**config.mk**
```make
export PLATFORM = sky130hd
export DESIGN_NAME = alu_ex_pipe_flat
export DESIGN_NICKNAME = d
export VERILOG_FILES = /design/src/rtl/alu_ex_pipe_if.sv /design/src/rtl/alu_ex_pipe.sv /design/src/flat_wrapper.sv
export SDC_FILE = /design/constraint.sdc
export NUM_CORES = 1
export LEC_CHECK = 0
export CAP_MARGIN = 20
export CORE_MARGIN = 4
export CORE_UTILIZATION = 54
export DETAILED_ROUTE_END_ITERATION = 12
export PLACE_DENSITY = 0.77
export SYNTH_ARGS = -nofsm -noshare
export SYNTH_HDL_FRONTEND = slang
export SYNTH_SLANG_ARGS = --single-unit
```
**constraint.sdc**
```tcl
create_clock -name i_clk -period 3.45 [get_ports i_clk]
set_input_delay 0.345 -clock i_clk [delete_from_list [all_inputs] [get_ports i_clk]]
set_output_delay 0.345 -clock i_clk [all_outputs]
set_load 0.01 [all_outputs]
```
**src/rtl/alu_ex_pipe_if.sv**
```systemverilog
// Valid/ready bundle for the EX-stage ALU: operation in, tagged result out.
// master drives operations and downstream ready; slave is the ALU.
interface alu_ex_pipe_if #(
  parameter int TAG_W = 5
);
  logic             i_valid;
  logic             o_ready;
  logic [3:0]       i_op;
  logic [31:0]      i_a;
  logic [31:0]      i_b;
  logic [TAG_W-1:0] i_tag;
  logic             o_valid;
  logic             i_ready;
  logic [31:0]      o_result;
  logic [TAG_W-1:0] o_tag;
  logic             o_illegal;

  modport master (
    output i_valid, i_op, i_a, i_b, i_tag, i_ready,
    input  o_ready, o_valid, o_result, o_tag, o_illegal
  );

  modport slave (
    input  i_valid, i_op, i_a, i_b, i_tag, i_ready,
    output o_ready, o_valid, o_result, o_tag, o_illegal
  );
endinterface

```
**src/rtl/alu_ex_pipe.sv**
```systemverilog
// Two-stage RV32I execute ALU: S1 operand register, S2 result register,
// elastic valid/ready handshake with full throughput and backpressure.
module alu_barrel #(
  parameter bit LEFT  = 1'b0,
  parameter bit ARITH = 1'b0
) (
  input  logic [31:0] i_d,
  input  logic [4:0]  i_sh,
  output logic [31:0] o_d
);
  logic        fill;
  logic [31:0] st;

  assign fill = ARITH & i_d[31];

  always_comb begin
    st = i_d;
    for (int k = 0; k < 5; k++) begin
      if (i_sh[k]) begin
        if (LEFT) begin
          st = st << (2 ** k);
        end else begin
          st = ({32{fill}} << (32 - 2 ** k))
             | (st >> (2 ** k));
        end
      end
    end
  end

  assign o_d = st;
endmodule

module alu_addsub (
  input  logic [31:0] i_a,
  input  logic [31:0] i_b,
  input  logic        i_sub,
  output logic [31:0] o_sum
);
  logic [31:0] b_x;

  assign b_x   = i_b ^ {32{i_sub}};
  assign o_sum = i_a + b_x + {31'b0, i_sub};
endmodule

module alu_cmp (
  input  logic [31:0] i_a,
  input  logic [31:0] i_b,
  output logic        o_lt_s,
  output logic        o_lt_u
);
  assign o_lt_s = $signed(i_a) < $signed(i_b);
  assign o_lt_u = i_a < i_b;
endmodule

module alu_ex_pipe #(
  parameter int TAG_W = 5
) (
  input  logic         i_clk,
  input  logic         i_rst_n,
  alu_ex_pipe_if.slave bus
);
  typedef struct packed {
    logic [3:0]       op;
    logic [31:0]      a;
    logic [31:0]      b;
    logic [TAG_W-1:0] tag;
  } s1_t;

  typedef struct packed {
    logic [31:0]      res;
    logic [TAG_W-1:0] tag;
    logic             ill;
  } s2_t;

  s1_t  s1_q, s1_d;
  s2_t  s2_q, s2_d;
  logic s1_valid_q, s1_valid_d;
  logic s2_valid_q, s2_valid_d;
  logic s1_adv, s2_adv;

  assign s2_adv      = !s2_valid_q | bus.i_ready;
  assign s1_adv      = !s1_valid_q | s2_adv;
  assign bus.o_ready = s1_adv;

  always_comb begin
    s1_d       = s1_q;
    s1_valid_d = s1_valid_q;
    if (s1_adv) begin
      s1_valid_d = bus.i_valid;
      if (bus.i_valid) begin
        s1_d = '{op:  bus.i_op,
                 a:   bus.i_a,
                 b:   bus.i_b,
                 tag: bus.i_tag};
      end
    end
  end

  logic is_add, is_sub, is_sll, is_slt;
  logic is_sltu, is_xor, is_srl, is_sra;
  logic is_or, is_and;

  assign is_add  = s1_q.op == 4'b0000;
  assign is_sub  = s1_q.op == 4'b1000;
  assign is_sll  = s1_q.op == 4'b0001;
  assign is_slt  = s1_q.op == 4'b0010;
  assign is_sltu = s1_q.op == 4'b0011;
  assign is_xor  = s1_q.op == 4'b0100;
  assign is_srl  = s1_q.op == 4'b0101;
  assign is_sra  = s1_q.op == 4'b1101;
  assign is_or   = s1_q.op == 4'b0110;
  assign is_and  = s1_q.op == 4'b0111;

  logic [31:0] sum, sll_r, srl_r, sra_r;
  logic        lt_s, lt_u;

  alu_addsub u_addsub (
    .i_a   (s1_q.a),
    .i_b   (s1_q.b),
    .i_sub (is_sub),
    .o_sum (sum)
  );

  alu_cmp u_cmp (
    .i_a    (s1_q.a),
    .i_b    (s1_q.b),
    .o_lt_s (lt_s),
    .o_lt_u (lt_u)
  );

  alu_barrel #(.LEFT(1'b1), .ARITH(1'b0)) u_sll (
    .i_d  (s1_q.a),
    .i_sh (s1_q.b[4:0]),
    .o_d  (sll_r)
  );

  alu_barrel #(.LEFT(1'b0), .ARITH(1'b0)) u_srl (
    .i_d  (s1_q.a),
    .i_sh (s1_q.b[4:0]),
    .o_d  (srl_r)
  );

  alu_barrel #(.LEFT(1'b0), .ARITH(1'b1)) u_sra (
    .i_d  (s1_q.a),
    .i_sh (s1_q.b[4:0]),
    .o_d  (sra_r)
  );

  logic [31:0] alu_res;
  logic        alu_ill;

  always_comb begin
    alu_res = '0;
    alu_ill = 1'b0;
    unique case (1'b1)
      is_add,
      is_sub:  alu_res = sum;
      is_sll:  alu_res = sll_r;
      is_slt:  alu_res = {31'b0, lt_s};
      is_sltu: alu_res = {31'b0, lt_u};
      is_xor:  alu_res = s1_q.a ^ s1_q.b;
      is_srl:  alu_res = srl_r;
      is_sra:  alu_res = sra_r;
      is_or:   alu_res = s1_q.a | s1_q.b;
      is_and:  alu_res = s1_q.a & s1_q.b;
      default: alu_ill = 1'b1;
    endcase
  end

  // Result data only moves on a real op, so bubbles never disturb it.
  always_comb begin
    s2_d       = s2_q;
    s2_valid_d = s2_valid_q;
    if (s2_adv) begin
      s2_valid_d = s1_valid_q;
      if (s1_valid_q) begin
        s2_d = '{res: alu_res,
                 tag: s1_q.tag,
                 ill: alu_ill};
      end
    end
  end

  always_ff @(posedge i_clk or negedge i_rst_n) begin
    if (!i_rst_n) begin
      s1_q       <= '0;
      s1_valid_q <= 1'b0;
      s2_q       <= '0;
      s2_valid_q <= 1'b0;
    end else begin
      s1_q       <= s1_d;
      s1_valid_q <= s1_valid_d;
      s2_q       <= s2_d;
      s2_valid_q <= s2_valid_d;
    end
  end

  assign bus.o_valid   = s2_valid_q;
  assign bus.o_result  = s2_q.res;
  assign bus.o_tag     = s2_q.tag;
  assign bus.o_illegal = s2_q.ill;
endmodule

```
**src/flat_wrapper.sv**
```systemverilog
// flat-port wrapper written by rule: the top's interface ports become plain ports
module alu_ex_pipe_flat 
#(
  parameter int TAG_W = 5
)
  (i_clk, i_rst_n, bus_i_valid, bus_i_op, bus_i_a, bus_i_b, bus_i_tag, bus_i_ready, bus_o_ready, bus_o_valid, bus_o_result, bus_o_tag, bus_o_illegal);
  alu_ex_pipe_if #(.TAG_W(TAG_W)) bus_i ();
  input  logic i_clk;
  input  logic i_rst_n;
  input wire logic [$bits(bus_i.i_valid)-1:0] bus_i_valid;
  input wire logic [$bits(bus_i.i_op)-1:0] bus_i_op;
  input wire logic [$bits(bus_i.i_a)-1:0] bus_i_a;
  input wire logic [$bits(bus_i.i_b)-1:0] bus_i_b;
  input wire logic [$bits(bus_i.i_tag)-1:0] bus_i_tag;
  input wire logic [$bits(bus_i.i_ready)-1:0] bus_i_ready;
  output wire logic [$bits(bus_i.o_ready)-1:0] bus_o_ready;
  output wire logic [$bits(bus_i.o_valid)-1:0] bus_o_valid;
  output wire logic [$bits(bus_i.o_result)-1:0] bus_o_result;
  output wire logic [$bits(bus_i.o_tag)-1:0] bus_o_tag;
  output wire logic [$bits(bus_i.o_illegal)-1:0] bus_o_illegal;
  assign bus_i.i_valid = bus_i_valid;
  assign bus_i.i_op = bus_i_op;
  assign bus_i.i_a = bus_i_a;
  assign bus_i.i_b = bus_i_b;
  assign bus_i.i_tag = bus_i_tag;
  assign bus_i.i_ready = bus_i_ready;
  assign bus_o_ready = bus_i.o_ready;
  assign bus_o_valid = bus_i.o_valid;
  assign bus_o_result = bus_i.o_result;
  assign bus_o_tag = bus_i.o_tag;
  assign bus_o_illegal = bus_i.o_illegal;
  alu_ex_pipe #(.TAG_W(TAG_W)) u_core (.i_clk(i_clk), .i_rst_n(i_rst_n), .bus(bus_i));
endmodule
```
# Word-level counts from Yosys, hierarchy flattened

Cells that the tools add are included.

Add/subtract/negate cells: 2
Order comparisons: 2
Equal/unequal tests: 9
Multiplexer cells: 17
Bitwise operators: 11
Reductions and logical operators: 7

Operator list:

| operator           | count |
|---|---|
| $mux 32            | 15 |
| $pmux 32 s9        | 1 |
| $lt 32x32->1       | 2 |
| $xor 32x32->32     | 2 |
| $add 32x1->32      | 1 |
| $add 32x32->32     | 1 |
| $and 32x32->32     | 1 |
| $or 32x16->32      | 1 |
| $or 32x24->32      | 1 |
| $or 32x28->32      | 1 |
| $or 32x30->32      | 1 |
| $or 32x31->32      | 1 |
| $or 32x32->32      | 1 |
| $eq 4x3->1 const B | 4 |
| $reduce_or 10->1   | 1 |
| $eq 4x2->1 const B | 2 |
| $eq 4x4->1 const B | 2 |
| $eq 4x1->1 const B | 1 |
| $logic_not 4->1    | 1 |
| $reduce_and 2->1   | 2 |
| $logic_not 1->1    | 2 |
| $or 1x1->1         | 2 |
| $reduce_or 2->1    | 1 |
| $mux 1             | 1 |

Register bits after elaboration: 113
Bits of input ports: 77
Word-level logic and storage cells: 57

# Depth between registers and ports, before layout

Depth after elaboration: 11
Gate-level depth with buffers: 15
Depth with buffers taken out: 11

# By module

From an unflattened synthesis, not the netlist that was laid out.

Cells, all modules: 1726
Area total of the unflattened synthesis: 15882.7 sq um

By module, submodules not included:

| module                     | instances | cells an instance | area an instance (sq um) | sequential area each (sq um) |
|---|---|---|---|---|
| alu_ex_pipe                | 1         | 715               | 7228.2                   | 2827.7 |
| alu_addsub                 | 1         | 292               | 2145.8                   | 0.0 |
| alu_barrel at u_core.u_sra | 1         | 225               | 2128.3                   | 0.0 |
| alu_barrel at u_core.u_srl | 1         | 192               | 1778.0                   | 0.0 |
| alu_barrel at u_core.u_sll | 1         | 183               | 1774.2                   | 0.0 |
| alu_cmp                    | 1         | 119               | 828.3                    | 0.0 |

# Least setup slack after synthesis

No wires, ideal clock.

Path kind: register to register
Start: register u_core.s1_q[70] (netlist bit)
End: register u_core.s2_q, in the netlist u_core.bus.o_result[31]
Arrival: 3.645 ns
Data required time: 3.380 ns
Slack: -0.265 ns
Cell stages (with the launch flop): 15
Buffers on the path: 3
Period minus slack after synthesis: 3.715 ns
Cell sequence: dfrtp_1 -> or4b_1 -> buf_2 -> buf_1 -> xnor2_1 -> ha_1 -> clkbuf_2 -> nand4_1 -> nor3_1 -> nor4_1 -> a21oi_4 -> a31oi_1 -> o21ai_0 -> or4_1 -> nand3_1

Longest elaborated chain between the ends: 5
Elaborated cells between the ends (all ways): 15
Classes of those cells: add/sub: 2; eq/ne: 9; mux: 1; bitwise: 1; reduce/logical: 2

RTL lines:

| element                  | line               | RTL |
|---|---|---|
| start: declaration       | alu_ex_pipe.sv:75  | `s1_t s1_q, s1_d;` |
| start signal: assignment | alu_ex_pipe.sv:186 | `s1_q <= '0;` |
| start signal: assignment | alu_ex_pipe.sv:191 | `s1_q <= s1_d;` |
| $eq 4x4->1               | alu_ex_pipe.sv:104 | `assign is_sub = s1_q.op == 4'b1000;` |
| $xor 32x32->32           | alu_ex_pipe.sv:41  | `assign b_x = i_b ^ {32{i_sub}};` |
| $add 32x32->32           | alu_ex_pipe.sv:42  | `assign o_sum = i_a + b_x + {31'b0, i_sub};` |
| $add 32x1->32            | alu_ex_pipe.sv:42  |  |
| $pmux 32 s9 (*)          | alu_ex_pipe.sv:155 | `unique case (1'b1)` |
| end signal: assignment   | alu_ex_pipe.sv:188 | `s2_q <= '0;` |
| end signal: assignment   | alu_ex_pipe.sv:193 | `s2_q <= s2_d;` |
| end: declaration         | alu_ex_pipe.sv:76  | `s2_t s2_q, s2_d;` |

Mark *: on every way between the ends. The rest lies on a longest branch, timed or not.
A chain may end at the register's enable or synchronous reset.

# Worst setup path in the final report

Start: register u_core.s1_q[70] (netlist bit)
End: register u_core.s2_q, in the netlist u_core.bus.o_result[14]

The elaborated chain is that of the path after synthesis.

==> flow_summary.json <==
{
  "final_design_area_no_fill_um2": 15500,
  "finalNonFillerCells": 1866,
  "count_of_boundary_i_o_pins": 117,
  "placeableCoreArea_um2": 22600,
  "drtIter0Drc": 1645,
  "synth.yosys.seq_area_share": 0.228,
  "postSynthCellCount": 1392,
  "final_antenna_net_count": 0,
  "cellLeakagePower_nw": 6.82,
  "clkLatencyLatePin_ps": 440,
  "detail_route.wl_per_cell_um": 24.8,
  "totalWireLength_um": 46300,
  "fp.dieW_um": 160,
  "numCtsBuffers": 17,
  "avgViaCountPerCell": 6.56,
  "top_cells_by_area_synth": "sky130_fd_sc_hd__dfrtp_1 23%, sky130_fd_sc_hd__ha_1 13%, sky130_fd_sc_hd__mux2_2 8.5%",
  "power-per-cell-area_nw_per_um2": 585,
  "grt_max_degree": 70,
  "nNetsFinal": 1775,
  "cp_data_arrival_time_ps": 3880,
  "synth_ff_type": "sky130_fd_sc_hd__dfrtp_1",
  "asyncSetResetFlopFracSynth": 1.00,
  "synth_top_area_frac": 0.228,
  "maxSlewViolCount": 0,
  "cell_with_the_biggest_individual_delay_on_the_critical_path": "sky130_fd_sc_hd__or4b_4",
  "hpwlAfterDp_um": 35100,
  "global_route.usage.total": 0.358,
  "rsz0062_at_grt": "yes",
  "required_ps": 3750,
  "cell_breakdown_of_the_critical_path": "or4b_4 > buf_12 > xnor2_2 > fa_2 > a211oi_4 > nor4_2 > a211o_1 > o31ai_4 > buf_4 > nand2b_4 > a21oi_2 > xnor2_1 > a221o_1",
  "mean_instance_size_in_the_synthesized_netlist_um2": 8.92,
  "post-place-cells": 1828,
  "wl_met3_um": 5160,
  "maxCapViolations": 0,
  "synth.lib_cells_used.distinct": 78,
  "syn_to_final_growth_pct": 25.1,
  "violated_checks": "negative setup slack",
  "p_total_mw": 9.09,
  "yosysWarnings": 0,
  "drt-pass1-iter-count": 8,
  "cell_internal_pwr_mw": 5.14,
  "initial_antenna_violation_count": 1,
  "worst_hold_path_type": "in2async",
  "critical_path.endpoint_type": "flip-flop",
  "start_util": 0.548,
  "antennaDiodeCount": 0,
  "timing.critical_path.slowest_cell_delay_ps": 590,
  "drt-met1-wl_um": 19500,
  "pre_cts_slack_ps": -431,
  "timing.clock.skew_ps": 14.9,
  "top_layer": "met5",
  "cts_tree": "yes",
  "fin_hold_viols": 0,
  "synth-seq-cells": 113,
  "min_period_ps": 3580,
  "worstPathMaxFanout": 15,
  "number_of_i_o_port_buffers": 116,
  "startpoint_type": "flip-flop",
  "p_sw_mw": 3.95,
  "drive_gt1_frac": 0.232,
  "syn-cell-area_um2": 12400,
  "worst_slew_margin_rel": 0.417,
  "vias": 12236,
  "min_period_over_period": 1.04,
  "post-synth-top-area-cell": "sky130_fd_sc_hd__dfrtp_1",
  "sw_frac_of_total": 0.435,
  "clkTransAtPathRegs_ps": 60,
  "place.gp.congestion": 1.01,
  "die_height_um": 160,
  "worstSetupPathType": "reg2reg",
  "synth_enable_flop_cells": 0,
  "worst_pin_slew_ps": 875,
  "run_status": "finished, violations left",
  "final.setup.tns_ps": -691,
  "globalRouteOverflowTotal": 0,
  "die-area_um2": 25500,
  "cts_hold_repair.buffers": 0,
  "ir_worst_vdd_uv": 332,
  "power.share.combinational": 0.580,
  "synth_fp_nets": 1597,
  "h-tree-depth": 4,
  "timing.final.ws_setup_ps": -130,
  "drc": 0,
  "setup-violations-final": 9,
  "p_clk_frac": 0.199,
  "cts_root_buffer": "sky130_fd_sc_hd__clkbuf_16",
  "grt_pass1_wl_um": 71100,
  "sequential_share_of_power": 0.220,
  "detailroute.wirelength.met2_um": 20400,
  "fmaxAchievable_mhz": 279,
  "cts_max_path_buffers": 2,
  "std_cell_rows": 55,
  "placedInstanceArea_um2": 14700,
  "numClockSinks": 113,
  "number_of_global_route_vias_before_repair": 11862
}
==> layer usage <==
layer,vias to the layer above,GRT usage
li1,5507,-
met1,5941,0.516
met4,2,0.102
met3,80,0.0865
met5,-,0
met2,706,0.537
==> state kept, by name, indices dropped and copies added, names as in the netlist <==
name / count
u_core.s1_q: 73
u_core.bus.o_result: 32
u_core.bus.o_tag: 5
u_core.bus.o_illegal: 1
u_core.bus.o_valid: 1
u_core.s1_valid_q: 1
==> metrics by stage <==
step	utilization	hold slack, ps
floorplan	-	49.4
global placement	0.650	462
detailed placement	0.650	479
CTS	0.682	60.9
global route	0.686	86.3
finish	0.686	14.1
==> critical path: cells and delay by family, from the launching register on <==
kind,cells,cell delay [ps]
DFF,1,380
and+or+nand+nor,3,760
xor gates and xnor gates,2,220
adders and majority gates,1,380
AOI/OAI and AO/OA,5,1330
buffers and inverters,2,380
==> cell families after synthesis <==
family / Yosys count / synth area share
AND/OR/NAND/NOR: 325 / 0.118
adder cells (fa/ha/maj): 128 / 0.130
flip-flops: 113 / 0.228
AO/OA/AOI/OAI: 390 / 0.214
XOR/XNOR: 56 / 0.0395
multiplexers: 193 / 0.211
buffers and inverters: 187 / 0.0602
==> layout by cell type, fill, tap and decap left out, types with 22 or more instances in the layout <==
cell type and n:
sky130_fd_sc_hd__nand2_1 103, sky130_fd_sc_hd__nand3_1 23, sky130_fd_sc_hd__mux2_2 94, sky130_fd_sc_hd__nor2_1 109, sky130_fd_sc_hd__ha_1 126, sky130_fd_sc_hd__clkdlybuf4s50_1 115, sky130_fd_sc_hd__mux4_2 46, sky130_fd_sc_hd__inv_1 78
sky130_fd_sc_hd__nor3_1 27, sky130_fd_sc_hd__buf_4 139, sky130_fd_sc_hd__xnor2_1 42, sky130_fd_sc_hd__a22oi_1 22, sky130_fd_sc_hd__dfrtp_1 109, sky130_fd_sc_hd__mux2i_1 53, sky130_fd_sc_hd__o21ai_0 75, sky130_fd_sc_hd__a21oi_1 94
==> cell type report <==
type                            instances  area [µm²]
Timing Repair Buffer                  265        2390
Tap cell                              285         357
Inverter                               81         304
Sequential cell                       113        2840
Clock buffer                           20         467
Clock inverter                         10         111
Fill cell                            1820        7120
Multi-Input combinational cell       1092        9060
==> Yosys cell counts (7+ instances only) <==
library cell and instances:
sky130_fd_sc_hd__a22oi_1 22, sky130_fd_sc_hd__mux4_2 46, sky130_fd_sc_hd__dfrtp_1 113, sky130_fd_sc_hd__nand3_1 23, sky130_fd_sc_hd__ha_1 127, sky130_fd_sc_hd__a22o_1 9
sky130_fd_sc_hd__a21oi_1 100, sky130_fd_sc_hd__a221o_1 8, sky130_fd_sc_hd__nand4_1 8, sky130_fd_sc_hd__nor3_1 28, sky130_fd_sc_hd__nor2_1 109, sky130_fd_sc_hd__a21o_1 18
sky130_fd_sc_hd__a31oi_1 18, sky130_fd_sc_hd__o21ai_0 78, sky130_fd_sc_hd__a221oi_1 12, sky130_fd_sc_hd__buf_1 13, sky130_fd_sc_hd__mux2_2 94, sky130_fd_sc_hd__o221ai_1 8
sky130_fd_sc_hd__a211oi_1 15, sky130_fd_sc_hd__inv_1 78, sky130_fd_sc_hd__nand2b_1 8, sky130_fd_sc_hd__mux2i_1 53, sky130_fd_sc_hd__o211ai_1 16, sky130_fd_sc_hd__xor2_1 12
sky130_fd_sc_hd__nand2_1 107, sky130_fd_sc_hd__nor4_1 8, sky130_fd_sc_hd__clkbuf_1 65, sky130_fd_sc_hd__xnor2_1 44, sky130_fd_sc_hd__o32ai_1 7, sky130_fd_sc_hd__buf_2 23
sky130_fd_sc_hd__o2111ai_1 8
==> power by group through the flow <==
stage | Combinational, mW | Clock (mW) | Sequential [mW]
2_1_floorplan | 3.04 | 0 | 1.89
3_5_place_dp | 4.96 | 0 | 2.00
5_1_grt | 5.67 | 1.89 | 2.03
3_3_place_gp | 4.91 | 0 | 1.99
4_1_cts | 5.08 | 1.83 | 1.98
6_report | 5.27 | 1.81 | 2.00
==> final timing paths <==
path	to	cells after the start	start	slack [ps]
worst max-delay path	u_core.bus.o_result[14]	13	u_core.s1_q[70]	-130
worst min-delay path	u_core.bus.o_result[11]	1	i_rst_n	10
worst max register to register	u_core.bus.o_result[14]	13	u_core.s1_q[70]	-130
worst min register to register	u_core.bus.o_result[25]	2	u_core.bus.o_result[25]	490
max in group asynchronous	u_core.s1_q[6]	2	i_rst_n	2670
min in group i_clk	u_core.bus.o_result[25]	2	u_core.bus.o_result[25]	490
==> timing repair <==
| item | CTS | global route |
|---|---|---|
| endpoints found under the setup margin | 20 | 19 |
| setup buffers | 5 | 3 |
| gates resized for setup | 18 | 17 |
| pin swaps | 6 | 6 |
Note: power is estimated with default switching activity, not from simulation.
